### src/rtl/div_pkg.sv
// div_pkg: shared FSM encoding and counter sizing for seq_divider_hs
package div_pkg;
    typedef logic [1:0] state_t;
    localparam state_t IDLE  = 2'd0;
    localparam state_t CALC  = 2'd1;
    localparam state_t FIXUP = 2'd2;
    localparam state_t DONE  = 2'd3;
    function automatic int cnt_w(input int w);
        return $clog2(w);
    endfunction
endpackage

### src/rtl/seq_divider_hs_step.sv
// div_step: one restoring-division step on unsigned magnitudes
// rem/quo/den: current partial remainder, shifting dividend/quotient, divisor
// next_rem/next_quo: values after one shift-and-subtract
module div_step #(parameter int WIDTH = 32) (
    input  logic [WIDTH-1:0] rem,
    input  logic [WIDTH-1:0] quo,
    input  logic [WIDTH-1:0] den,
    output logic [WIDTH-1:0] next_rem,
    output logic [WIDTH-1:0] next_quo
);
    logic [WIDTH-1:0] shifted;
    logic [WIDTH:0]   trial;
    // rem stays below 2^(WIDTH-1) until the last step, so dropping its MSB loses nothing
    always_comb begin
        shifted  = {rem[WIDTH-2:0], quo[WIDTH-1]};
        trial    = {1'b0, shifted} - {1'b0, den};
        next_rem = trial[WIDTH] ? shifted : trial[WIDTH-1:0];
        next_quo = {quo[WIDTH-2:0], ~trial[WIDTH]};
    end
endmodule

### src/rtl/seq_divider_hs.sv
// seq_divider_hs: multi-cycle restoring divider with valid/ready on operands and results
// in_valid/in_ready/dividend/divisor/op_signed: operand handshake, accepted only in IDLE
// out_valid/out_ready/quotient/remainder/div_by_zero: result handshake, held in DONE
// busy: high while iterating (CALC) or applying signs (FIXUP)
module seq_divider_hs
    import div_pkg::*;
#(
    parameter int WIDTH     = 32,
    parameter bit SIGNED_EN = 1
) (
    input  logic             clk,
    input  logic             reset,
    input  logic             in_valid,
    output logic             in_ready,
    input  logic [WIDTH-1:0] dividend,
    input  logic [WIDTH-1:0] divisor,
    input  logic             op_signed,
    output logic             out_valid,
    input  logic             out_ready,
    output logic [WIDTH-1:0] quotient,
    output logic [WIDTH-1:0] remainder,
    output logic             div_by_zero,
    output logic             busy
);
    localparam int CW = cnt_w(WIDTH);

    state_t           state_q, state_d;
    logic [CW-1:0]    cnt_q, cnt_d;
    logic [WIDTH-1:0] rem_q, rem_d, quo_q, quo_d, den_q, den_d;
    logic [WIDTH-1:0] quotient_q, quotient_d, remainder_q, remainder_d;
    logic             neg_quo_q, neg_quo_d, neg_rem_q, neg_rem_d, dbz_q, dbz_d;
    logic [WIDTH-1:0] next_rem, next_quo;
    logic             a_neg, b_neg, zero_div;

    div_step #(.WIDTH(WIDTH)) u_step (
        .rem(rem_q), .quo(quo_q), .den(den_q),
        .next_rem(next_rem), .next_quo(next_quo)
    );

    always_comb begin
        a_neg       = SIGNED_EN && op_signed && dividend[WIDTH-1];
        b_neg       = SIGNED_EN && op_signed && divisor[WIDTH-1];
        zero_div    = divisor == '0;
        state_d     = state_q;
        cnt_d       = cnt_q;
        rem_d       = rem_q;
        quo_d       = quo_q;
        den_d       = den_q;
        neg_quo_d   = neg_quo_q;
        neg_rem_d   = neg_rem_q;
        quotient_d  = quotient_q;
        remainder_d = remainder_q;
        dbz_d       = dbz_q;
        case (state_q)
            IDLE: if (in_valid) begin
                state_d   = zero_div ? DONE : CALC;
                cnt_d     = CW'(WIDTH - 1);
                rem_d     = '0;
                quo_d     = a_neg ? -dividend : dividend;
                den_d     = b_neg ? -divisor : divisor;
                neg_quo_d = a_neg ^ b_neg;
                neg_rem_d = a_neg;
                dbz_d     = zero_div;
                // zero divisor skips iteration: results are fixed at accept time
                quotient_d  = zero_div ? '1 : quotient_q;
                remainder_d = zero_div ? dividend : remainder_q;
            end
            CALC: begin
                rem_d   = next_rem;
                quo_d   = next_quo;
                cnt_d   = cnt_q - 1'b1;
                state_d = cnt_q == '0 ? FIXUP : CALC;
            end
            FIXUP: begin
                quotient_d  = neg_quo_q ? -quo_q : quo_q;
                remainder_d = neg_rem_q ? -rem_q : rem_q;
                state_d     = DONE;
            end
            default: state_d = out_ready ? IDLE : DONE;
        endcase
    end

    always_ff @(posedge clk or posedge reset) begin
        if (reset) begin
            state_q     <= IDLE;
            cnt_q       <= '0;
            rem_q       <= '0;
            quo_q       <= '0;
            den_q       <= '0;
            neg_quo_q   <= 1'b0;
            neg_rem_q   <= 1'b0;
            quotient_q  <= '0;
            remainder_q <= '0;
            dbz_q       <= 1'b0;
        end else begin
            state_q     <= state_d;
            cnt_q       <= cnt_d;
            rem_q       <= rem_d;
            quo_q       <= quo_d;
            den_q       <= den_d;
            neg_quo_q   <= neg_quo_d;
            neg_rem_q   <= neg_rem_d;
            quotient_q  <= quotient_d;
            remainder_q <= remainder_d;
            dbz_q       <= dbz_d;
        end
    end

    assign in_ready    = state_q == IDLE;
    assign out_valid   = state_q == DONE;
    assign busy        = state_q == CALC || state_q == FIXUP;
    assign quotient    = quotient_q;
    assign remainder   = remainder_q;
    assign div_by_zero = dbz_q;
endmodule

### config.mk
export PLATFORM = sky130hd
export DESIGN_NAME = seq_divider_hs
export DESIGN_NICKNAME = d
export VERILOG_FILES = /design/src/rtl/div_pkg.sv /design/src/rtl/seq_divider_hs_step.sv /design/src/rtl/seq_divider_hs.sv
export SDC_FILE = /design/constraint.sdc
export NUM_CORES = 1
export LEC_CHECK = 0
export CAP_MARGIN = 5
export CELL_PAD_IN_SITES_DETAIL_PLACEMENT = 1
export CELL_PAD_IN_SITES_GLOBAL_PLACEMENT = 2
export CORE_MARGIN = 1.5
export CORE_UTILIZATION = 36
export CTS_BUF_LIST = sky130_fd_sc_hd__clkbuf_4 sky130_fd_sc_hd__clkbuf_8
export DETAILED_ROUTE_END_ITERATION = 12
export HOLD_SLACK_MARGIN = 0.1
export PLACE_DENSITY = 0.82
export SLEW_MARGIN = 20
export SYNTH_ARGS = -nofsm -noshare
export SYNTH_HDL_FRONTEND = slang
export SYNTH_HIERARCHICAL = 1
export SYNTH_SLANG_ARGS = --single-unit
### constraint.sdc
create_clock -name clk -period 7.1 [get_ports clk]
set_input_delay 0.71 -clock clk [delete_from_list [all_inputs] [get_ports clk]]
set_output_delay 0.71 -clock clk [all_outputs]
set_load 0.01 [all_outputs]
---- Word level (Yosys, flattened, before mapping) ----
Index checks and enable logic that the tools add are counted.
operators by class
  $add $sub $neg .......................... 6
  eq/ne operators ......................... 5
  muxes and demuxes ....................... 22
  bitwise gates (word level) .............. 2
  reductions and logical operators ........ 11
operator list
  cell                                               count
  two-way mux 32 bit                                 11
  case mux 32 bit (2 select lines)                   4
  negation 32 bit                                    4
  subtractor 32 x 32 -> 33 bit                       1
  logical NOT 32 bit                                 1
  case mux 5 bit (2 select lines)                    1
  two-way mux 2 bit                                  4
  case mux 2 bit (3 select lines)                    1
  logical NOT 5 bit                                  1
  two-way mux 5 bit                                  1
  subtractor 5 x 1 -> 5 bit (second input constant)  1
  == test 2 bit (second input constant)              2
  AND reduction 2 bit                                2
  nonzero test 2 bit                                 2
  AND reduction 3 bit                                1
  == test 2 x 1 -> 1 bit (second input constant)     1
  logical AND 1 bit                                  2
  logical NOT 2 bit                                  1
  != test 2 x 1 -> 1 bit (second input constant)     1
  != test 2 bit (second input constant)              1
  logical OR 1 bit                                   1
  inverter 1 bit                                     1
  bitwise XOR 1 bit                                  1
word-level totals
  flip-flop bits (word level) ............. 170
  input port bits ......................... 69
  output and inout bits ................... 68

---- Longest topological paths before layout ----
Gate-level depths: netlist of the first run.
  depth in word-level cells ............... 4
  gate-level depth with buffers ........... 15
  gate-level depth less buffers ........... 14

---- By module ----
The synthesis of the first run kept the hierarchy.
modules (own cells, without submodules)
  module          times used  cells an instance  area each (um^2)  seq. area each (um^2)
  seq_divider_hs  1           1,060              9,705.6           4,254.1
  div_step        1           387                2,458.6           0.0

---- Worst setup path after synthesis of the first run ----
Ideal clock, no wire load.
  kind .................................... register to register
  from .................................... register rem_q[16]
  to ...................................... register rem_q[11]
  library setup time ...................... 121 ps
  arrival ................................. 2,713 ps
  path slack .............................. 4,266 ps
  stages on the path, launching flop included .. 13
  path buffers ............................ 2
  period minus slack after synthesis ...... 2,834 ps
  cells stage by stage .................... dfrtp_1 -> ha_1 -> buf_2 -> nand4_1 -> or3_1 -> a211oi_1 -> nor2_2 -> a31oi_2 -> a311oi_4 -> inv_2 -> buf_6 -> mux2_4 -> a22o_1
between the ends
  word-level cells in the longest chain between the ends .. 3
RTL lines
  what                              line                       source
  start, declared                   seq_divider_hs.sv:29       logic [WIDTH-1:0] rem_q, rem_d, quo_q, quo_d, den_q, den_d;
  start signal, assigned            seq_divider_hs.sv:98       rem_q <= rem_d;
  subtractor 32 x 32 -> 33 bit      seq_divider_hs_step.sv:16  trial = {1'b0, shifted} - {1'b0, den};
  two-way mux 32 bit                seq_divider_hs_step.sv:17  next_rem = trial[WIDTH] ? shifted : trial[WIDTH-1:0];
  net next_rem[11]                  seq_divider_hs.sv:32       logic [WIDTH-1:0] next_rem, next_quo;
  case mux 32 bit (2 select lines)  seq_divider_hs.sv:54       case (state_q)
The timed path passes the listed nets, and every way through them passes these cells.
A chain may end at the register's enable or synchronous reset.

---- Worst setup path in the final report of the first run ----
  from .................................... register state_q[0]
  to ...................................... register quotient_q[23] (netlist: quotient[23])
between the ends
  word-level cells in the longest chain between the ends .. 3
  elaborated cells between the ends (all ways) .. 7
RTL lines
  what                                                             line                   source
  start, declared                                                  seq_divider_hs.sv:27   state_t state_q, state_d;
  start signal, assigned                                           seq_divider_hs.sv:96   state_q <= state_d;
  logical NOT 2 bit or == test 2 bit (tied branches)               seq_divider_hs.sv:54
  != test 2 x 1 -> 1 bit (no source line) (tied with other cells)  --
  AND reduction 3 bit (no source line)                             --
  end signal, assigned                                             seq_divider_hs.sv:103  quotient_q <= quotient_d;
  end, declared                                                    seq_divider_hs.sv:30   logic [WIDTH-1:0] quotient_q, quotient_d, remainder_q, remainder_d;
Several ways; a longest one is shown, not always the timed one.

==> impl_results.md, run 1 <==
* Status: finished clean
* Share of layout cells above drive strength 1 at 0.06258
* CORE AREA at 33360 um2
* Synth cell types at 76
* Deepest clock path buffer count at 2
* Root Buffer: clkbuf_8
* Worst R2R Start: state_q[0]
* Critical Path Source Type: flop
* RR Endpoint: quotient[23]
* CP endpoint kind: flop
* Crit path DAT at 4.45 ns
* Unrepaired setup endpoints after global routing: false
* Die Area at 34900 um2
* Total routed wirelength at 35410 um
* Via Count at 10.49k
* # H-tree levels at 4
* Die height at 186.8 um
* Clock buffer count from CTS at 17
* Commonest non-fill, non-tap cell in the layout: dfrtp_1
* Filler cells at 3991
* Growth of design area from synthesis to finish at 15.79%
* Post-CTS Hold Buffers at 0
* Post-synthesis area per instance at 8.406 um2
* MaxCap Viol Count at 0
* Number of synthesized register bits at 170
* PnR Total Power at 7.136 mW
* Post-synth ARST share at 1.000
* Number of flops mapped to enable cells by yosys at 0
* Routability Congestion at 0.8206
* Post-CTS Setup Repair Bufs at 0
* LEAKAGE at 5.677 nW
* Dpl hpwl at 27000 um
* Crit path kind: reg -> reg
* Die Span X at 186.8 um
* Hold Crit Class: reg -> reg
* Post-route DRC at 0
* Pwr dens at 506.7 nW/um2
* Cell Rows at 67
* Top cell type's share of synthesized area at 0.3497
* Most used DFF post-synth: dfrtp_1
* Setup Skew at 0.01665 ns
* Initial core utilization at 0.3646
* Flip-flop and latch area at 4254 um2
* Synth warn at 6
* Vias per inst at 5.334
* Pins over their slew limit at 0
* Final period utilization at 0.5772
* Initial drt markers at 449
* FF-to-FF setup slack at 3.00 ns
* Average wire per standard cell at 18.01 um
* Crit path to: quotient[23]
* CTS tree: done
* Initial antenna violation count at 1
* Cell Area, Synth at 12160 um2
* Max Fclk at 244.0 MHz
* Ports at 137
* Multi-input gate area at 7144 um2
* Final hold vios at 0
* Initial DRT Pass Iterations at 4
* First-pass GRT wire length at 58040 um
* Tmin final at 4.098 ns
* Syn Nets at 1558
* Seq/Total Area, Yosys at 0.3497
* Sum Neg Setup Slack at 0 ns
* Antenna Violating Nets Remaining at 0
* Most area-hungry cell type in the Yosys netlist: dfrtp_1
* Clock Latency Late Sink at 0.49 ns
* GRT Residual Overflow at 0
* # setup viols final at 0
* CTS sink cnt at 170
* HP Start: remainder[23]
* CP Max Fanout at 55
* Vias in the first global route at 10.69k
* R2R cell count at 9
* Top cells by area, synth: dfrtp_1 35%, xor2_1 6.6%, o21ai_0 5.6%
* PortBufs at 136
* Fin nets at 1616
* Slew HR at 0.2688
* Worst EP required at 7.45 ns
* CP Launch Point: state_q[0]
* Most frequent cells in the layout: 170 x dfrtp_1, 154 x nand2_1, 143 x nor2_1, 136 x clkdlybuf4s50_1, 135 x o21ai_0
* Total GRT Usage at 0.2049
* Largest net degree at the start of global routing at 103
* Clock transition at path regs at 0.09 ns
* # diodes at 0
* Slew @ Worst Pin at 1.087 ns
* Max VDD drop at 0.0001932 V
* Synth Instances at 1447
* CTS resizes at 0
==> logic make-up after synthesis <==
group,after synthesis,share of synthesized area
xor gates and xnor gates,143,0.1030
buffers and inverters,167,0.06511
and+or+nand+nor,457,0.1827
DFF,170,0.3497
adders and majority gates,42,0.04382
AOI/OAI and AO/OA,445,0.2364
muxes,23,0.01934
==> worst min-delay path by stage <==
| stage | depth (start not counted) | slack, ns | to |
|---|---|---|---|
| finish | 1 | 0.48 | remainder[23] |
| global route | 1 | 0.51 | remainder[6] |
| CTS | 1 | 0.49 | remainder[24] |
| detailed placement | 1 | 0.47 | remainder[6] |
| global placement | 2 | 0.46 | den_q[20] |
| floorplan | 2 | 0.45 | den_q[10] |
==> power breakdown <==
| part | internal (mW) | total (mW) | leakage, nW | switching [mW] |
|---|---|---|---|---|
| registers | 1.43 | 1.99 | 2.04 | 0.555 |
| clock network | 0.365 | 0.767 | 0.205 | 0.402 |
| logic | 1.93 | 4.38 | 3.43 | 2.46 |
| total | 3.72 | 7.14 | 5.68 | 3.41 |
==> flip-flops by register name (all words and copies together), names as in the netlist <==
| register | count |
|---|---|
| cnt_q | 5 |
| den_q | 32 |
| div_by_zero | 1 |
| neg_quo_q | 1 |
| neg_rem_q | 1 |
| quo_q | 32 |
| quotient | 32 |
| rem_q | 32 |
| remainder | 32 |
| state_q | 2 |
==> routing by layer <==
metal,global-route usage,part of all wire,up-vias
li1,-,-,5213
met1,0.2778,0.49,5074
met2,0.3469,0.47,168
met3,0.02664,0.025,31
met4,0.04901,0.015,0
met5,0,0,-
==> worst max-delay path, cell delays in order (launching register included) <==
cell     delay [ns]
dfrtp_1        0.43
inv_1          0.12
ha_1           0.59
nor2b_1        0.30
nand4_1        0.14
nor4_1         0.95
or2_2          0.36
buf_4          0.48
and2_1         0.46
a21oi_1        0.13
==> layout make-up <==
cell class	count	share of cell area
repair buffers	148	0.1045
clock buffers	18	0.01759
multi-input cells	1110	0.5072
clock inverters	14	0.01306
well taps	448	0.03980
flip-flops and latches	170	0.3020
inverters	58	0.01581
==> metrics by stage <==
stage	setup slack (ns)	hold WS [ns]	instances	util	area (um2)
floorplan	1.787	0.4498	1447	-	12160
global placement	2.727	0.4637	1933	0.4084	13630
detailed placement	2.580	0.4692	1933	0.4084	13630
CTS	3.013	0.4920	1965	0.4213	14060
global route	2.783	0.5072	1966	0.4221	14080
finish	3.002	0.4835	1966	0.4221	14080
==> Yosys cell counts, types with 3 or more instances <==
cell type  number
o21ai_0       136
o21bai_1        3
o211ai_1        3
a221o_1         3
and2_1         11
nor2_1        144
o41ai_2         8
inv_1          57
nand3b_1        7
o31ai_1        32
nand2b_1       11
a21oi_1       106
a31oi_1        36
xnor2_1        51
mux2i_1        22
buf_2          15
ha_1           41
clkbuf_1       52
o41ai_1        12
or2_2           5
a21o_1         18
nor2b_1        10
nor4_2          3
or4_1           6
nand4_1         8
o2111ai_1       4
and3_1          9
nor3_1         23
buf_4          33
a211oi_1       15
buf_1           6
nor4_1          7
dfrtp_1       170
or3_1          11
xor2_1         92
buf_6           3
o31ai_2         3
o21a_1          7
o22ai_1         7
nand3_1        24
a22o_1         31
o21ai_1         3
or4_4           7
nand2_1       155
Power figures use the tool's default switching activity.
==> inputs of run 2 (changes only) <==
--- a/config.mk
+++ b/config.mk
@@ -9,11 +9,11 @@
 export CELL_PAD_IN_SITES_DETAIL_PLACEMENT = 1
 export CELL_PAD_IN_SITES_GLOBAL_PLACEMENT = 2
 export CORE_MARGIN = 1.5
-export CORE_UTILIZATION = 36
+export CORE_UTILIZATION = 32
 export CTS_BUF_LIST = sky130_fd_sc_hd__clkbuf_4 sky130_fd_sc_hd__clkbuf_8
 export DETAILED_ROUTE_END_ITERATION = 12
 export HOLD_SLACK_MARGIN = 0.1
-export PLACE_DENSITY = 0.82
+export PLACE_DENSITY = 0.77
 export SLEW_MARGIN = 20
 export SYNTH_ARGS = -nofsm -noshare
 export SYNTH_HDL_FRONTEND = slang
==> constraint.sdc (replaced) <==
create_clock -name clk -period 3.66 [get_ports clk]
set_input_delay 0.366 -clock clk [delete_from_list [all_inputs] [get_ports clk]]
set_output_delay 0.366 -clock clk [all_outputs]
set_load 0.01 [all_outputs]
==> run 2 against run 1 <==
- first-iteration DRC count is 11% higher
- highest routed layer unchanged
- register-to-register slack worse by 2.6 ns
- clock power is 86% higher
- design area is 1.9% higher
==> impl_results.md, run 2 (synthesis results as in run 1) <==
* # H-tree levels at 4 (unchanged)
* Total GRT Usage at 0.1923 (-0.01264)
* Most frequent cells in the layout: 170 x dfrtp_1, 154 x nand2_1, 143 x nor2_1, 136 x clkdlybuf4s50_1, 135 x o21ai_0
* Hold Crit Class: in -> async
* Initial drt markers at 497 (+11%)
* Crit path DAT at 3.60 ns (-0.85 ns)
* Clock buffer count from CTS at 17 (unchanged)
* Initial DRT Pass Iterations at 5 (+1)
* Slew @ Worst Pin at 1.025 ns (-0.06218 ns)
* Growth of design area from synthesis to finish at 17.96%
* Dpl hpwl at 28570 um (+5.8%)
* Fin worst setup slack at 0.4432 ns (-2.559 ns)
* Sum Neg Setup Slack at 0 ns (unchanged)
* M1 wire length at 17800 um (+2.5%)
* Post-CTS Setup Repair Bufs at 0 (unchanged)
* Via Count at 10.58k (+0.88%)
* Area post-placement at 13940 um2 (+2.3%)
* Ports at 137 (unchanged)
* Slew HR at 0.3170 (+0.04813)
* Design Area, Final at 14350 um2 (+1.9%)
* Pins over their slew limit at 0 (unchanged)
* CP cell instances: ha_1, nand4_1, or3_1, a211oi_1, nor2_2, a31oi_2, a311oi_4, inv_2, mux2_4, a22o_1
* Setup WS pre-CTS at 0.4629 ns (-2.117 ns)
* Vias in the first global route at 10.87k (+1.7%)
* Critical Path Source Type: flop
* MaxCap Viol Count at 0 (unchanged)
* CP Max Fanout at 18 (-67%)
* Largest net degree at the start of global routing at 82 (-20%)
* DR top layer: met4
* Crit path kind: reg -> reg
* Status: finished clean
* Antenna Violating Nets Remaining at 0 (unchanged)
* CTS resizes at 0 (unchanged)
* Crit-path slowest cell: dfrtp_1
* GRT Residual Overflow at 0 (unchanged)
* Average wire per standard cell at 17.92 um (-0.51%)
* Tmin final at 3.217 ns (-0.8811 ns)
* Deepest clock path buffer count at 2 (unchanged)
* Clock Latency Late Sink at 0.50 ns (about the same)
* Die Span X at 198.0 um (+6.0%)
* Max VDD drop at 0.0003825 V (+98%)
* Commonest non-fill, non-tap cell in the layout: dfrtp_1
* CTS sink cnt at 170 (unchanged)
* Post-route DRC at 0 (unchanged)
* Post-CTS Hold Buffers at 0 (unchanged)
* Crit-path max cell delay at 0.49 ns (-0.46 ns)
* First-pass GRT wire length at 59380 um (+2.3%)
* CTS tree: done
* PortBufs at 136 (unchanged)
* Total routed wirelength at 36790 um (+3.9%)
* Fin nets at 1640 (+1.5%)
* Setup Skew at 0.01646 ns (-0.0001986 ns)
* CP endpoint kind: flop
* Routability Congestion at 0.8316 (+1.3%)
* Met2 WL at 17500 um (+5.3%)
* Initial antenna violation count at 0 (-1)
* Cell Rows at 71 (+6.0%)
* Unrepaired setup endpoints after global routing: false
* Final hold vios at 0 (unchanged)
* LEAKAGE at 5.787 nW (+1.9%)
* CORE AREA at 37580 um2 (+13%)
* Pwr dens at 981.5 nW/um2 (+94%)
* Max Fclk at 310.9 MHz (+27%)
* Root Buffer: clkbuf_8
* Final period utilization at 0.8789 (+0.3017)
* # setup viols final at 0 (unchanged)
* Die Area at 39190 um2 (+12%)
* Initial core utilization at 0.3237 (-0.04087)
* Clock transition at path regs at 0.10 ns (about the same)
* # diodes at 0 (unchanged)
* Metal3 WL at 848 um (-3.4%)
* Vias per inst at 5.152 (-3.4%)
* Worst EP required at 4.05 ns (-3.40 ns)
* Share of layout cells above drive strength 1 at 0.07717 (+0.01459)
* Die height at 198.0 um (+6.0%)
run 2: cell count changes in the layout (fill, tap and decap cells not counted):
cell and delta:
clkinvlp_4 +1, buf_4 +21, buf_12 +4, inv_8 -1, clkinv_4 +1, buf_16 -1, bufinv_16 -1
run 2: area by class of cell:
| type | instances | area (um2) |
|---|---|---|
| clock inverter | 14 | 160.2 |
| sequential | 170 | 4254 |
| timing repair buffer | 172 | 1682 |
| inverter | 58 | 221.5 |
| multi-input combinational | 1110 | 7144 |
| fill | 4458 | 23230 |
| tap | 511 | 639.4 |
| clock buffer | 18 | 247.7 |
run 2: worst paths after layout:
path,start,end,slack (ns),cells past startpoint
worst max-delay path,rem_q[16],rem_q[11],0.44,10
worst min-delay path,reset,quo_q[3],0.38,2
min in group clk,den_q[17],den_q[17],0.49,2
worst max register to register,rem_q[16],rem_q[11],0.44,10
worst min register to register,den_q[17],den_q[17],0.49,2
max in group asynchronous,reset,rem_q[29],2.36,3
run 2: layer usage:
metal | track usage | up-vias
met3 | 0.02299 | 34
li1 | - | 5269
met5 | 0 | -
met1 | 0.2602 | 5139
met4 | 0.05400 | 0
met2 | 0.3222 | 136
run 2: where the power goes:
| group | leakage [nW] | internal, mW | switching [mW] | total, mW |
|---|---|---|---|---|
| Combinational | 3.55 | 3.91 | 5.00 | 8.91 |
| Clock | 0.193 | 0.637 | 0.794 | 1.43 |
| Sequential | 2.04 | 2.78 | 0.962 | 3.74 |
| Total | 5.79 | 7.33 | 6.76 | 14.1 |
run 2: worst max-delay path: cells and delay by family, from the launching register on:
| family | cells | cell delay, ns |
|---|---|---|
| AO/OA/AOI/OAI | 4 | 0.84 |
| AND/OR/NAND/NOR | 3 | 0.71 |
| flip-flops | 1 | 0.49 |
| adder cells (fa/ha/maj) | 1 | 0.46 |
| multiplexers | 1 | 0.33 |
| buffers and inverters | 1 | 0.29 |
run 2: per-stage QoR:
stage | hold slack, ns | power (mW) | utilization | instances
final | 0.3849 | 14.08 | 0.3818 | 2053
after CTS | 0.3827 | 14.20 | 0.3818 | 2053
after global routing | 0.4345 | 15.43 | 0.3818 | 2053
after global placement | 0.4644 | 12.52 | 0.3710 | 2021
after floorplan | 0.4498 | 10.02 | - | 1447
after detailed placement | 0.4695 | 12.72 | 0.3710 | 2021
==> inputs of run 3 (changes only) <==
--- a/config.mk
+++ b/config.mk
@@ -12,7 +12,7 @@
 export CORE_UTILIZATION = 32
 export CTS_BUF_LIST = sky130_fd_sc_hd__clkbuf_4 sky130_fd_sc_hd__clkbuf_8
 export DETAILED_ROUTE_END_ITERATION = 12
-export HOLD_SLACK_MARGIN = 0.1
+export HOLD_SLACK_MARGIN = 0.15
 export PLACE_DENSITY = 0.77
 export SLEW_MARGIN = 20
 export SYNTH_ARGS = -nofsm -noshare
==> results of run 3 <==
Same layout as run 2: the final DEF is identical, and so are final timing and power.
